[config.mk]
export PLATFORM = sky130hd
export DESIGN_NAME = d_pattern_player
export DESIGN_NICKNAME = d
export VERILOG_FILES = /design/src/rtl/d_pattern_player_pkg.sv /design/src/rtl/d_pattern_rom.sv /design/src/rtl/d_pattern_player.sv
export SDC_FILE = /design/constraint.sdc
export NUM_CORES = 1
export LEC_CHECK = 0
export ABC_CLOCK_PERIOD_IN_PS = 4050
export CORE_UTILIZATION = 30
export CTS_BUF_LIST = sky130_fd_sc_hd__clkbuf_16
export DETAILED_ROUTE_END_ITERATION = 8
export GPL_TIMING_DRIVEN = 1
export SYNTH_ARGS = -nofsm -noshare
export SYNTH_HDL_FRONTEND = slang
export SYNTH_SLANG_ARGS = --single-unit
export TNS_END_PERCENT = 20
[constraint.sdc]
create_clock -name Clk -period 4.05 [get_ports Clk]
set_input_delay 0.405 -clock Clk [delete_from_list [all_inputs] [get_ports Clk]]
set_output_delay 0.405 -clock Clk [all_outputs]
set_load 0.01 [all_outputs]
[src/rtl/d_pattern_player_pkg.sv]
`default_nettype none
// ============================================================================
// Module      : d_pattern_player_pkg
// Description : Shared state encoding and segment record layout for the
//               D-line pattern player and its segment ROM.
// Revision    : 1.0 - initial release
// ============================================================================
package d_pattern_player_pkg;

    // Player states, kept as plain constants for legacy tool compatibility
    localparam int         STATE_W  = 2;
    localparam logic [1:0] ST_IDLE  = 2'd0;
    localparam logic [1:0] ST_PLAY  = 2'd1;
    localparam logic [1:0] ST_FIN   = 2'd2;

    // Width of the duration field in the built-in pattern table
    localparam int         TBL_DUR_W = 8;

    // One stored segment: level in the top bit, duration in units below it
    typedef struct packed {
        logic                 level;
        logic [TBL_DUR_W-1:0] dur;
    } seg_t;

    // Builds a table entry from a level and a unit count
    function automatic seg_t mk_seg(input logic level, input int units);
        seg_t s;
        s.level = level;
        s.dur   = TBL_DUR_W'(units);
        return s;
    endfunction

endpackage : d_pattern_player_pkg
`default_nettype wire

[src/rtl/d_pattern_rom.sv]
`default_nettype none
// ============================================================================
// Module      : d_pattern_rom
// Description : Combinational segment ROM holding the standard latch /
//               flip-flop exercise. Output is {level, duration}; indices at
//               or beyond NUM_SEG read as level 0 for one unit.
// Revision    : 1.0 - initial release
// ============================================================================
module d_pattern_rom
    import d_pattern_player_pkg::*;
#(
    parameter int NUM_SEG = 13,
    parameter int ADDR_W  = 4,
    parameter int DUR_W   = 8
) (
    input  logic [ADDR_W-1:0] i_idx,
    output logic [DUR_W:0]    o_seg
);

    seg_t w_entry;

    // Zero-latency table lookup
    always_comb begin
        w_entry = mk_seg(1'b0, 1);
        if (int'(i_idx) < NUM_SEG) begin
            case (i_idx)
                ADDR_W'(0):  w_entry = mk_seg(1'b0, 4);
                ADDR_W'(1):  w_entry = mk_seg(1'b1, 4);
                ADDR_W'(2):  w_entry = mk_seg(1'b0, 1);
                ADDR_W'(3):  w_entry = mk_seg(1'b1, 2);
                ADDR_W'(4):  w_entry = mk_seg(1'b0, 2);
                ADDR_W'(5):  w_entry = mk_seg(1'b1, 2);
                ADDR_W'(6):  w_entry = mk_seg(1'b0, 1);
                ADDR_W'(7):  w_entry = mk_seg(1'b1, 1);
                ADDR_W'(8):  w_entry = mk_seg(1'b0, 2);
                ADDR_W'(9):  w_entry = mk_seg(1'b1, 1);
                ADDR_W'(10): w_entry = mk_seg(1'b0, 1);
                ADDR_W'(11): w_entry = mk_seg(1'b1, 4);
                ADDR_W'(12): w_entry = mk_seg(1'b0, 4);
                default:     w_entry = mk_seg(1'b0, 1);
            endcase
        end
    end

    assign o_seg = {w_entry.level, DUR_W'(w_entry.dur)};

endmodule : d_pattern_rom
`default_nettype wire

[src/rtl/d_pattern_player.sv]
`default_nettype none
// ============================================================================
// Module      : d_pattern_player
// Description : Plays the stored {level, duration} segment list on a single
//               D line, holding each level for max(duration,1) * PRESCALE
//               clocks. Single-shot or looping, abortable at any time.
// Revision    : 1.0 - initial release
// ============================================================================
module d_pattern_player
    import d_pattern_player_pkg::*;
#(
    parameter int NUM_SEG  = 13,
    parameter int ADDR_W   = 4,
    parameter int DUR_W    = 8,
    parameter int PRESCALE = 1
) (
    input  logic              Clk,
    input  logic              Reset,
    input  logic              Start,
    input  logic              Loop,
    input  logic              Abort,
    output logic              D_out,
    output logic              Busy,
    output logic              Done,
    output logic [ADDR_W-1:0] Seg_idx
);

    localparam int                PRE_W    = (PRESCALE > 1) ? $clog2(PRESCALE) : 1;
    localparam logic [PRE_W-1:0]  PRE_MAX  = PRE_W'(PRESCALE - 1);
    localparam logic [ADDR_W-1:0] LAST_SEG = ADDR_W'(NUM_SEG - 1);

    logic [STATE_W-1:0] state_q, state_d;
    logic [ADDR_W-1:0]  seg_q,   seg_d;
    logic [DUR_W-1:0]   unit_q,  unit_d;
    logic [PRE_W-1:0]   pre_q,   pre_d;
    logic               d_q,     d_d;
    logic               busy_q,  busy_d;
    logic               done_q,  done_d;

    logic [ADDR_W-1:0]  w_next_idx;
    logic [ADDR_W-1:0]  w_rom_addr;
    logic [DUR_W:0]     w_rom_seg;
    logic               w_rom_level;
    logic [DUR_W-1:0]   w_rom_units;
    logic               w_tick;
    logic               w_seg_end;

    // The ROM is always addressed by the segment that would be loaded next:
    // segment 0 when starting from IDLE, otherwise the wrapped successor.
    assign w_next_idx  = (seg_q == LAST_SEG) ? '0 : seg_q + ADDR_W'(1);
    assign w_rom_addr  = (state_q == ST_PLAY) ? w_next_idx : '0;

    d_pattern_rom #(
        .NUM_SEG (NUM_SEG),
        .ADDR_W  (ADDR_W),
        .DUR_W   (DUR_W)
    ) u_rom (
        .i_idx (w_rom_addr),
        .o_seg (w_rom_seg)
    );

    // Duration 0 plays as a single unit
    assign w_rom_level = w_rom_seg[DUR_W];
    assign w_rom_units = (w_rom_seg[DUR_W-1:0] == '0) ? DUR_W'(1) : w_rom_seg[DUR_W-1:0];

    assign w_tick      = (pre_q == '0);
    assign w_seg_end   = w_tick && (unit_q <= DUR_W'(1));

    // Next-state logic: playback sequencing with Abort taking priority
    always_comb begin
        state_d = state_q;
        seg_d   = seg_q;
        unit_d  = unit_q;
        pre_d   = pre_q;
        d_d     = d_q;
        busy_d  = busy_q;
        done_d  = 1'b0;

        case (state_q)
            ST_IDLE: begin
                if (Start) begin
                    state_d = ST_PLAY;
                    seg_d   = '0;
                    d_d     = w_rom_level;
                    unit_d  = w_rom_units;
                    pre_d   = PRE_MAX;
                    busy_d  = 1'b1;
                end
            end
            ST_PLAY: begin
                if (w_tick) begin
                    pre_d = PRE_MAX;
                    if (w_seg_end) begin
                        if ((seg_q == LAST_SEG) && !Loop) begin
                            state_d = ST_FIN;
                            seg_d   = '0;
                            unit_d  = '0;
                            pre_d   = '0;
                            d_d     = 1'b0;
                            busy_d  = 1'b0;
                            done_d  = 1'b1;
                        end else begin
                            seg_d  = w_next_idx;
                            d_d    = w_rom_level;
                            unit_d = w_rom_units;
                        end
                    end else begin
                        unit_d = unit_q - DUR_W'(1);
                    end
                end else begin
                    pre_d = pre_q - PRE_W'(1);
                end
            end
            ST_FIN: begin
                state_d = ST_IDLE;
            end
            default: begin
                state_d = ST_IDLE;
                seg_d   = '0;
                unit_d  = '0;
                pre_d   = '0;
                d_d     = 1'b0;
                busy_d  = 1'b0;
            end
        endcase

        if (Abort) begin
            state_d = ST_IDLE;
            seg_d   = '0;
            unit_d  = '0;
            pre_d   = '0;
            d_d     = 1'b0;
            busy_d  = 1'b0;
            done_d  = 1'b0;
        end
    end

    // State and output registers with synchronous reset
    always_ff @(posedge Clk) begin
        if (Reset) begin
            state_q <= ST_IDLE;
            seg_q   <= '0;
            unit_q  <= '0;
            pre_q   <= '0;
            d_q     <= 1'b0;
            busy_q  <= 1'b0;
            done_q  <= 1'b0;
        end else begin
            state_q <= state_d;
            seg_q   <= seg_d;
            unit_q  <= unit_d;
            pre_q   <= pre_d;
            d_q     <= d_d;
            busy_q  <= busy_d;
            done_q  <= done_d;
        end
    end

    assign D_out   = d_q;
    assign Busy    = busy_q;
    assign Done    = done_q;
    assign Seg_idx = seg_q;

endmodule : d_pattern_player
`default_nettype wire

==> results.py, run 1 <==
metrics = {
    "clock_network": {
        "insertion_delay_ns": 0.25,
        "h-tree-depth": 1,
        "cts_sinks": 17,
        "ctsResizeCount": 0,
        "cts.path.max_buffers": 2,
        "cts_hold_buf": 0,
        "cts_setup_buffers": 0,
        "cts_buffers": 3,
        "cts_tree": "done",
        "cts_root_buf": "clkbuf_16",
        "path_clk_slew_ns": 0.05,
    },
    "drt": {
        "via_per_inst": 5.53,
        "dr.pass1.iters": 4,
        "ant_nets": 0,
        "drt_first_iter_violations": 34,
        "drt-total-wl_mm": 2.96,
        "wl_per_cell_um": 14.3,
        "vias": 1144,
        "drc": 0,
    },
    "timing": {
        "setup_viol": 0,
        "relSlewSlack_pct": 55.1,
        "rsz0062_at_grt": "false",
        "fmax_ghz": 0.430,
        "setup_ws_ns": 1.72,
        "maxSlewViolCount": 0,
        "fin_skew_ns": 0.00299,
        "worst_slew_pin_slew_ns": 0.672,
        "fin_tns_setup_ns": 0,
        "period_minus_slack_ns": 2.33,
        "finalCritPeriodShare_pct": 57.4,
        "finalHoldViolations": 0,
        "fin_hold_ws_ns": 0.491,
    },
    "grt": {
        "grt-ovfl-total": 0,
        "grt_pass1_wl_mm": 4.83,
        "antenna_found_initial": 0,
        "grt_pass1_vias": 1053,
        "grt_util_all_layers_pct": 14.7,
        "grt_start_max_net_pins": 16,
    },
    "synth": {
        "synthDistinctLibCells": 49,
        "syn_area_per_cell_sq_um": 8.10,
        "syn_area_sq_um": 1210,
        "ys_ff_latch": 17,
        "synth_largest_area_cell": "dfxtp_1",
        "syn_nets": 161,
        "yosysTopAreaCellShare_pct": 28.2,
        "ys.flop_type": "dfxtp_1",
        "synth_edf_count": 0,
        "synth_area_leaders": "dfxtp_1, ha_1, a21oi_1",
        "synth_sequential_area_ratio_pct": 28.2,
        "synthCells": 149,
        "ys_warn_count": 0,
        "async_flop_share_pct": 0,
    },
    "die": {
        "die_h_um": 65.4,
        "die-area_sq_um": 4280,
        "row_count": 22,
        "die_x_um": 65.4,
        "core_sq_um": 3770,
        "start_util_pct": 32.0,
        "pin_count": 12,
    },
    "final_layout": {
        "fin_util_pct": 37.8,
        "area_growth_pct": 18.0,
        "stdcell_area_sq_um": 1430,
        "nNetsFinal": 172,
        "final_cells": 207,
        "n_antenna_cell": 0,
        "drive_gt1_share_pct": 10.7,
    },
    "power": {
        "peakVddDrop_v": 0.000135,
        "power.switching_uw": 98.8,
        "p_int_uw": 320,
        "leakage_nw": 0.493,
        "swShare_pct": 23.6,
        "power_density_nw_per_um2": 294,
        "power_frac_seq_pct": 41.6,
        "total_power_uw": 419,
        "combinationalPowerShare_pct": 11.1,
        "clkPwrFrac_pct": 47.2,
    },
    "min_path": {
        "hold_path_class": "reg2reg",
    },
    "critical_path": {
        "cp-end-kind": "flip-flop",
        "startpoint_type": "flip-flop",
        "path_class": "reg2reg",
        "crit_fanout": 7,
        "worstPathRequired_ns": 4.19,
        "arrival_ns": 2.47,
    },
    "placement": {
        "placedInstanceArea_sq_um": 1350,
        "dp_hpwl_mm": 2.15,
        "placed_cells": 203,
        "gp_congestion": 0.866,
        "io_buffers": 11,
        "pre_cts_ws_ns": 1.78,
    },
    "outcome": {
        "outcome": "complete, no violations",
    },
    "flow_run": {
        "drv_cap": 0,
    },
}
## power by group through the flow
stage          Combinational, mW  Sequential [mW]  Clock, mW
3_3_place_gp              0.0456            0.177          0
6_report                  0.0467            0.174      0.198
4_1_cts                   0.0464            0.174      0.204
2_1_floorplan             0.0346            0.176          0
5_1_grt                   0.0517            0.175      0.215
3_5_place_dp              0.0461            0.178          0
## kinds of logic (layout without fill, tap and decap cells)
kind of cell	count (synthesis)	after routing	share of synthesized area (%)
AOI/OAI and AO/OA	54	54	31.5
adders and majority gates	7	7	7.25
buffers and inverters	14	24	5.39
DFF	17	17	28.2
and+or+nand+nor	57	57	27.7
## cell type report
type                    instances  area [sq um]
inverters                       9          33.8
clock inverters                 1          3.75
multi-input cells             118           802
fillers                       377          2350
flip-flops and latches         17           340
repair buffers                 11           110
well taps                      48          60.1
clock buffers                   3          75.1
## cell usage after synthesis, types with 2 or more instances
| library cell | number |
|---|---|
| a211oi_1 | 2 |
| a21o_1 | 3 |
| a21oi_1 | 15 |
| a21oi_2 | 3 |
| a22oi_1 | 2 |
| a311oi_1 | 2 |
| a31oi_1 | 2 |
| clkbuf_1 | 2 |
| dfxtp_1 | 17 |
| ha_1 | 7 |
| inv_1 | 9 |
| nand2_1 | 9 |
| nand2b_1 | 4 |
| nand3_1 | 2 |
| nand4b_1 | 2 |
| nor2_1 | 13 |
| nor2b_1 | 3 |
| nor3_1 | 6 |
| nor3_2 | 3 |
| nor4_1 | 3 |
| o211a_1 | 2 |
| o21ai_0 | 9 |
| o21ai_1 | 2 |
| o22ai_1 | 2 |
## worst paths after layout
kind         slack (ns)               startpoint                endpoint  cells past startpoint
max                1.72  Seg_idx[0]$_SDFFE_PP0P_  unit_q[0]$_SDFFE_PP0P_                      9
min                0.49       D_out$_SDFFE_PP0P_      D_out$_SDFFE_PP0P_                      2
max reg2reg        1.72  Seg_idx[0]$_SDFFE_PP0P_  unit_q[0]$_SDFFE_PP0P_                      9
min reg2reg        0.49       D_out$_SDFFE_PP0P_      D_out$_SDFFE_PP0P_                      2
## critical path: stages, from the launching register on
cell and delay, ns:
dfxtp_1 0.44, inv_1 0.07, ha_1 0.26, a311oi_2 0.41
ha_1 0.21, inv_1 0.05, a211o_1 0.27, a21oi_1 0.16
o21ai_0 0.09, a32o_1 0.26
## sequential cells by signal (all words and copies together) (netlist names)
signal   cells
Done         1
Busy         1
unit_q       8
D_out        1
state_q      2
Seg_idx      4
## metal layers
layer	share of wire (%)	track usage [%]	up-vias
met3	3.2	2.78	3
met4	1.2	5.16	0
met2	44	24.1	20
met5	0	0	-
met1	51	19.1	541
li1	-	-	580
## layout by cell type (no fill, tap or decap), types with 3 or more instances in the layout
cell and n:
inv_1 10, ha_1 7, clkdlybuf4s50_1 11, nor2_1 13, nand2_1 9, clkbuf_16 3
dfxtp_1 17, nor3_2 3, nor3_1 6, a21oi_2 3, nor2b_1 3, a21oi_1 15
nor4_1 3, a21o_1 3, o21ai_0 9, nand2b_1 4
Power figures use the tool's default switching activity.
==> run 2: changes to the inputs <==
--- a/config.mk
+++ b/config.mk
@@ -5,7 +5,7 @@
 export SDC_FILE = /design/constraint.sdc
 export NUM_CORES = 1
 export LEC_CHECK = 0
-export ABC_CLOCK_PERIOD_IN_PS = 4050
+export ABC_CLOCK_PERIOD_IN_PS = 2100
 export CORE_UTILIZATION = 30
 export CTS_BUF_LIST = sky130_fd_sc_hd__clkbuf_16
 export DETAILED_ROUTE_END_ITERATION = 8
==> constraint.sdc (replaced) <==
create_clock -name Clk -period 2.1 [get_ports Clk]
set_input_delay 0.21 -clock Clk [delete_from_list [all_inputs] [get_ports Clk]]
set_output_delay 0.21 -clock Clk [all_outputs]
set_load 0.01 [all_outputs]
==> results.py, run 2 (synthesis gave the netlist of run 1 again) <==
metrics = {
    "outcome": {
        "outcome": "complete, no violations",
    },
    "grt": {
        "antenna_found_initial": 0,
        "grt-ovfl-total": 0,
        "grt_pass1_vias": 1143,
        "grt_util_all_layers_pct": 15.9,
        "grt_pass1_wl_mm": 5.22,
        "grt_start_max_net_pins": 16,
    },
    "timing": {
        "relSlewSlack_pct": 70.3,
        "worst_slew_pin_slew_ns": 0.444,
        "maxSlewViolCount": 0,
        "finalHoldViolations": 0,
        "fin_skew_ns": 0.00380,
        "setup_viol": 0,
        "fmax_ghz": 0.496,
        "fin_hold_ws_ns": 0.492,
        "period_minus_slack_ns": 2.01,
        "finalCritPeriodShare_pct": 95.9,
        "rsz0062_at_grt": "true",
    },
    "clock_network": {
        "cts.path.max_buffers": 2,
        "cts_tree": "done",
        "h-tree-depth": 1,
        "cts_root_buf": "clkbuf_16",
        "cts_sinks": 17,
        "path_clk_slew_ns": 0.05,
        "insertion_delay_ns": 0.25,
        "cts_hold_buf": 0,
        "cts_buffers": 3,
    },
    "power": {
        "total_power_uw": 818,
        "power_density_nw_per_um2": 536,
        "combinationalPowerShare_pct": 12.7,
        "power_frac_seq_pct": 40.8,
        "leakage_nw": 0.545,
        "clkPwrFrac_pct": 46.5,
        "p_int_uw": 624,
        "peakVddDrop_v": 0.000410,
        "power.switching_uw": 194,
        "swShare_pct": 23.7,
    },
    "final_layout": {
        "final.fill_count": 382,
        "layout_common_cells": "dfxtp_1, a21oi_1, nor2_1",
        "fin_util_pct": 40.5,
        "area_growth_pct": 26.4,
        "layout_commonest_cell": "dfxtp_1",
        "drive_gt1_share_pct": 18.3,
        "largest_register_ffs": 8,
        "n_antenna_cell": 0,
        "nNetsFinal": 182,
        "largest_register": "unit_q",
    },
    "die": {
        "die_x_um": 65.4,
        "pin_count": 12,
        "row_count": 22,
        "start_util_pct": 32.0,
        "die_h_um": 65.4,
        "core_sq_um": 3770,
        "die-area_sq_um": 4280,
    },
    "placement": {
        "dp_hpwl_mm": 2.30,
        "gp_congestion": 0.908,
        "io_buffers": 11,
    },
    "critical_path": {
        "arrival_ns": 2.15,
        "cp-end-kind": "flip-flop",
        "worstPathCellList": "inv_1 > ha_4 > a311oi_2 > ha_1 > inv_1 > a211o_1 > a21oi_2 > o21ai_0 > a32o_1",
        "crit_path_frequent_cell": "inv_1",
        "crit_fanout": 4,
        "critical_path.max_stage_delay_ns": 0.33,
        "worst_path_max_delay_cell": "dfxtp_1",
        "path_class": "reg2reg",
        "worstPathRequired_ns": 2.24,
        "startpoint_type": "flip-flop",
    },
    "drt": {
        "vias": 1198,
        "dr.pass1.iters": 4,
        "drc": 0,
        "via_per_inst": 5.52,
        "drt-total-wl_mm": 3.12,
        "ant_nets": 0,
        "wl_per_cell_um": 14.4,
        "drt_first_iter_violations": 90,
    },
    "flow_run": {
        "drv_cap": 0,
    },
    "min_path": {
        "hold_path_class": "reg2reg",
    },
}
## run 2: cell types whose count changed in the layout (fill, tap and decap cells not counted), sizes merged
| cell | before | now |
|---|---|---|
| buf | 0 | 10 |
## run 2: power groups by stage
stage	clock (mW)	combinational (mW)	sequential [mW]
finish	0.381	0.104	0.334
global route	0.407	0.115	0.334
CTS	0.389	0.100	0.334
detailed placement	0	0.0993	0.340
global placement	0	0.0988	0.340
floorplan	0	0.0668	0.340
## run 2: repair_timing
action                     4_1_cts  5_1_grt
gates cloned                     0        0
gates resized for setup          0        4
setup buffers                    0        0
pin swaps                        1        0
setup endpoints to repair        1        4
## run 2: cell type report
class	instances	area, sq um	area share, %
timing repair buffer	21	185	12.1
multi-input combinational	118	827	54.2
clock buffer	3	75.1	4.92
inverter	9	33.8	2.21
tap	48	60.1	3.93
clock inverter	1	3.75	0.246
sequential	17	342	22.4
## run 2: critical path, delay by kind of cell (launching register included)
kind / cells / cell delay, ns
flops: 1 / 0.33
buf+inv: 2 / 0.12
fa+ha+maj: 2 / 0.36
compound gates: 5 / 1.09
## run 2: layer usage
layer	vias to the layer above	track usage (%)	wire length [um]
li1	602	-	-
met1	569	20.8	1540
met2	23	26.5	1460
met3	4	3.65	98
met4	0	2.99	25
met5	-	0	0
## run 2: final timing paths
| check | startpoint | end | slack (ns) | cells past startpoint |
|---|---|---|---|---|
| worst max-delay path | Seg_idx[1]$_SDFFE_PP0P_ | unit_q[0]$_SDFFE_PP0P_ | 0.09 | 9 |
| worst min-delay path | D_out$_SDFFE_PP0P_ | D_out$_SDFFE_PP0P_ | 0.49 | 2 |
| worst max register to register | Seg_idx[1]$_SDFFE_PP0P_ | unit_q[0]$_SDFFE_PP0P_ | 0.09 | 9 |
| worst min register to register | D_out$_SDFFE_PP0P_ | D_out$_SDFFE_PP0P_ | 0.49 | 2 |
## run 2: per-stage QoR
step / setup slack (ns) / TNS, ns / area [sq um] / cells
floorplan: 0.00282 / 0 / 1210 / 149
finish: 0.0856 / 0 / 1530 / 217
detailed placement: 0.0635 / 0 / 1420 / 213
global placement: 0.0763 / 0 / 1420 / 213
CTS: 0.00626 / 0 / 1500 / 217
global route: -0.0363 / -0.0363 / 1530 / 217
==> run 3: changes to the inputs <==
--- a/config.mk
+++ b/config.mk
@@ -6,8 +6,10 @@
 export NUM_CORES = 1
 export LEC_CHECK = 0
 export ABC_CLOCK_PERIOD_IN_PS = 2100
+export CORE_MARGIN = 2
 export CORE_UTILIZATION = 30
 export CTS_BUF_LIST = sky130_fd_sc_hd__clkbuf_16
+export CTS_CLUSTER_DIAMETER = 40
 export DETAILED_ROUTE_END_ITERATION = 8
 export GPL_TIMING_DRIVEN = 1
 export SYNTH_ARGS = -nofsm -noshare
==> results.py, run 3 (synthesis gave the netlist of run 1 again) <==
metrics = {
    "outcome": {
        "outcome": "complete, no violations",
    },
    "min_path": {
        "min_path_cells": 2,
        "worstHoldStart": "D_out$_SDFFE_PP0P_",
        "hold_path_class": "reg2reg",
    },
    "timing": {
        "maxSlewViolCount": 0,
        "finalCritPeriodShare_pct": 97.0,
        "fmax_ghz": 0.491,
        "finalHoldViolations": 0,
        "period_minus_slack_ns": 2.04,
        "fin_skew_ns": 0.00511,
        "setup_viol": 0,
        "rsz0062_at_grt": "true",
        "relSlewSlack_pct": 69.0,
        "worst_slew_pin_slew_ns": 0.462,
        "setup_ws_ns": 0.0636,
    },
    "placement": {
        "placedInstanceArea_sq_um": 1420,
        "dp_hpwl_mm": 2.30,
        "gp_congestion": 0.933,
        "io_buffers": 11,
        "pre_cts_ws_ns": 0.0695,
    },
    "die": {
        "die_x_um": 67.4,
        "die_h_um": 67.4,
        "start_util_pct": 30.6,
        "pin_count": 12,
        "core_sq_um": 3940,
        "die-area_sq_um": 4550,
        "row_count": 23,
    },
    "final_layout": {
        "largest_register": "unit_q",
        "largest_register_ffs": 8,
        "area_growth_pct": 27.2,
        "drive_gt1_share_pct": 22.6,
        "nNetsFinal": 181,
        "stdcell_area_sq_um": 1540,
        "n_antenna_cell": 0,
        "layout_common_cells": "dfxtp_1, a21oi_1, nor2_1",
        "fin_util_pct": 38.9,
    },
    "critical_path": {
        "endpoint": "unit_q[0]$_SDFFE_PP0P_",
        "ff2ff_path_depth": 9,
        "r2r_end": "unit_q[0]$_SDFFE_PP0P_",
        "arrival_ns": 2.18,
        "cp-end-kind": "flip-flop",
        "worstPathRequired_ns": 2.25,
        "path_class": "reg2reg",
        "startpoint": "Seg_idx[1]$_SDFFE_PP0P_",
        "crit_fanout": 4,
        "r2r_start": "Seg_idx[1]$_SDFFE_PP0P_",
        "startpoint_type": "flip-flop",
        "rrSetupSlack_ns": 0.06,
    },
    "clock_network": {
        "cts_root_buf": "clkbuf_16",
        "h-tree-depth": 1,
        "cts_buffers": 3,
        "cts_hold_buf": 0,
        "cts_sinks": 17,
        "cts_tree": "done",
        "path_clk_slew_ns": 0.06,
        "insertion_delay_ns": 0.25,
        "cts.path.max_buffers": 2,
    },
    "drt": {
        "vias": 1214,
        "ant_nets": 0,
        "drc": 0,
        "drt-total-wl_mm": 3.15,
        "wl_per_cell_um": 14.4,
        "via_per_inst": 5.57,
        "drt_first_iter_violations": 76,
        "dr.pass1.iters": 4,
    },
    "power": {
        "power_density_nw_per_um2": 544,
        "peakVddDrop_v": 0.000397,
        "leakage_nw": 0.538,
    },
    "grt": {
        "grt_util_all_layers_pct": 15.0,
        "grt_start_max_net_pins": 16,
        "grt_pass1_wl_mm": 5.16,
        "antenna_found_initial": 0,
        "grt_pass1_vias": 1120,
        "grt-ovfl-total": 0,
    },
    "flow_run": {
        "drv_cap": 0,
    },
}
[run 3: how the worst min path moves through the flow]
stage / slack, ns / to
2_1_floorplan: 0.37 / unit_q[1]$_SDFFE_PP0P_
3_3_place_gp: 0.47 / D_out$_SDFFE_PP0P_
3_5_place_dp: 0.48 / D_out$_SDFFE_PP0P_
4_1_cts: 0.49 / D_out$_SDFFE_PP0P_
5_1_grt: 0.50 / D_out$_SDFFE_PP0P_
6_report: 0.49 / D_out$_SDFFE_PP0P_
[run 3: layer usage]
layer,vias to the layer above,global-route usage [%],wire length [um]
met1,578,18.9,1410
met3,6,3.67,170
met4,0,4.08,53
li1,594,-,-
met5,-,0,0
met2,36,25.2,1520
[run 3: what timing repair did]
action                                  CTS  global route
setup buffers                             0             0
endpoints found under the setup margin    0             3
gates resized for setup                   0            13
[run 3: final cells by class]
type                       count  area (sq um)
fill                         386          2410
inverter                       9          33.8
multi-input combinational    118           837
tap                           50          62.6
clock inverter                 1          5.00
clock buffer                   3          75.1
timing repair buffer          20           178
sequential                    17           344
[run 3: critical path, cell delays in order, from the launching register on]
cell,delay (ns)
dfxtp_2,0.33
inv_2,0.05
ha_4,0.17
a311oi_4,0.29
ha_2,0.24
inv_2,0.04
a211o_1,0.33
a22oi_2,0.16
nand2_1,0.08
a32o_1,0.25
[run 3: metrics by stage]
step / TNS [ns] / instances / hold slack (ns) / power (mW)
after detailed placement: 0 / 214 / 0.478 / 0.439
after CTS: 0 / 218 / 0.487 / 0.833
final: 0 / 218 / 0.491 / 0.835
after global placement: 0 / 214 / 0.472 / 0.438
after global routing: -0.0447 / 218 / 0.502 / 0.870
after floorplan: 0 / 149 / 0.369 / 0.407
[run 3: report_power, final]
group / internal, mW / switching [mW] / leakage [nW]
Combinational: 0.0448 / 0.0587 / 0.358
Clock: 0.255 / 0.142 / 0.0409
Sequential: 0.328 / 0.00666 / 0.139
Total: 0.628 / 0.207 / 0.538
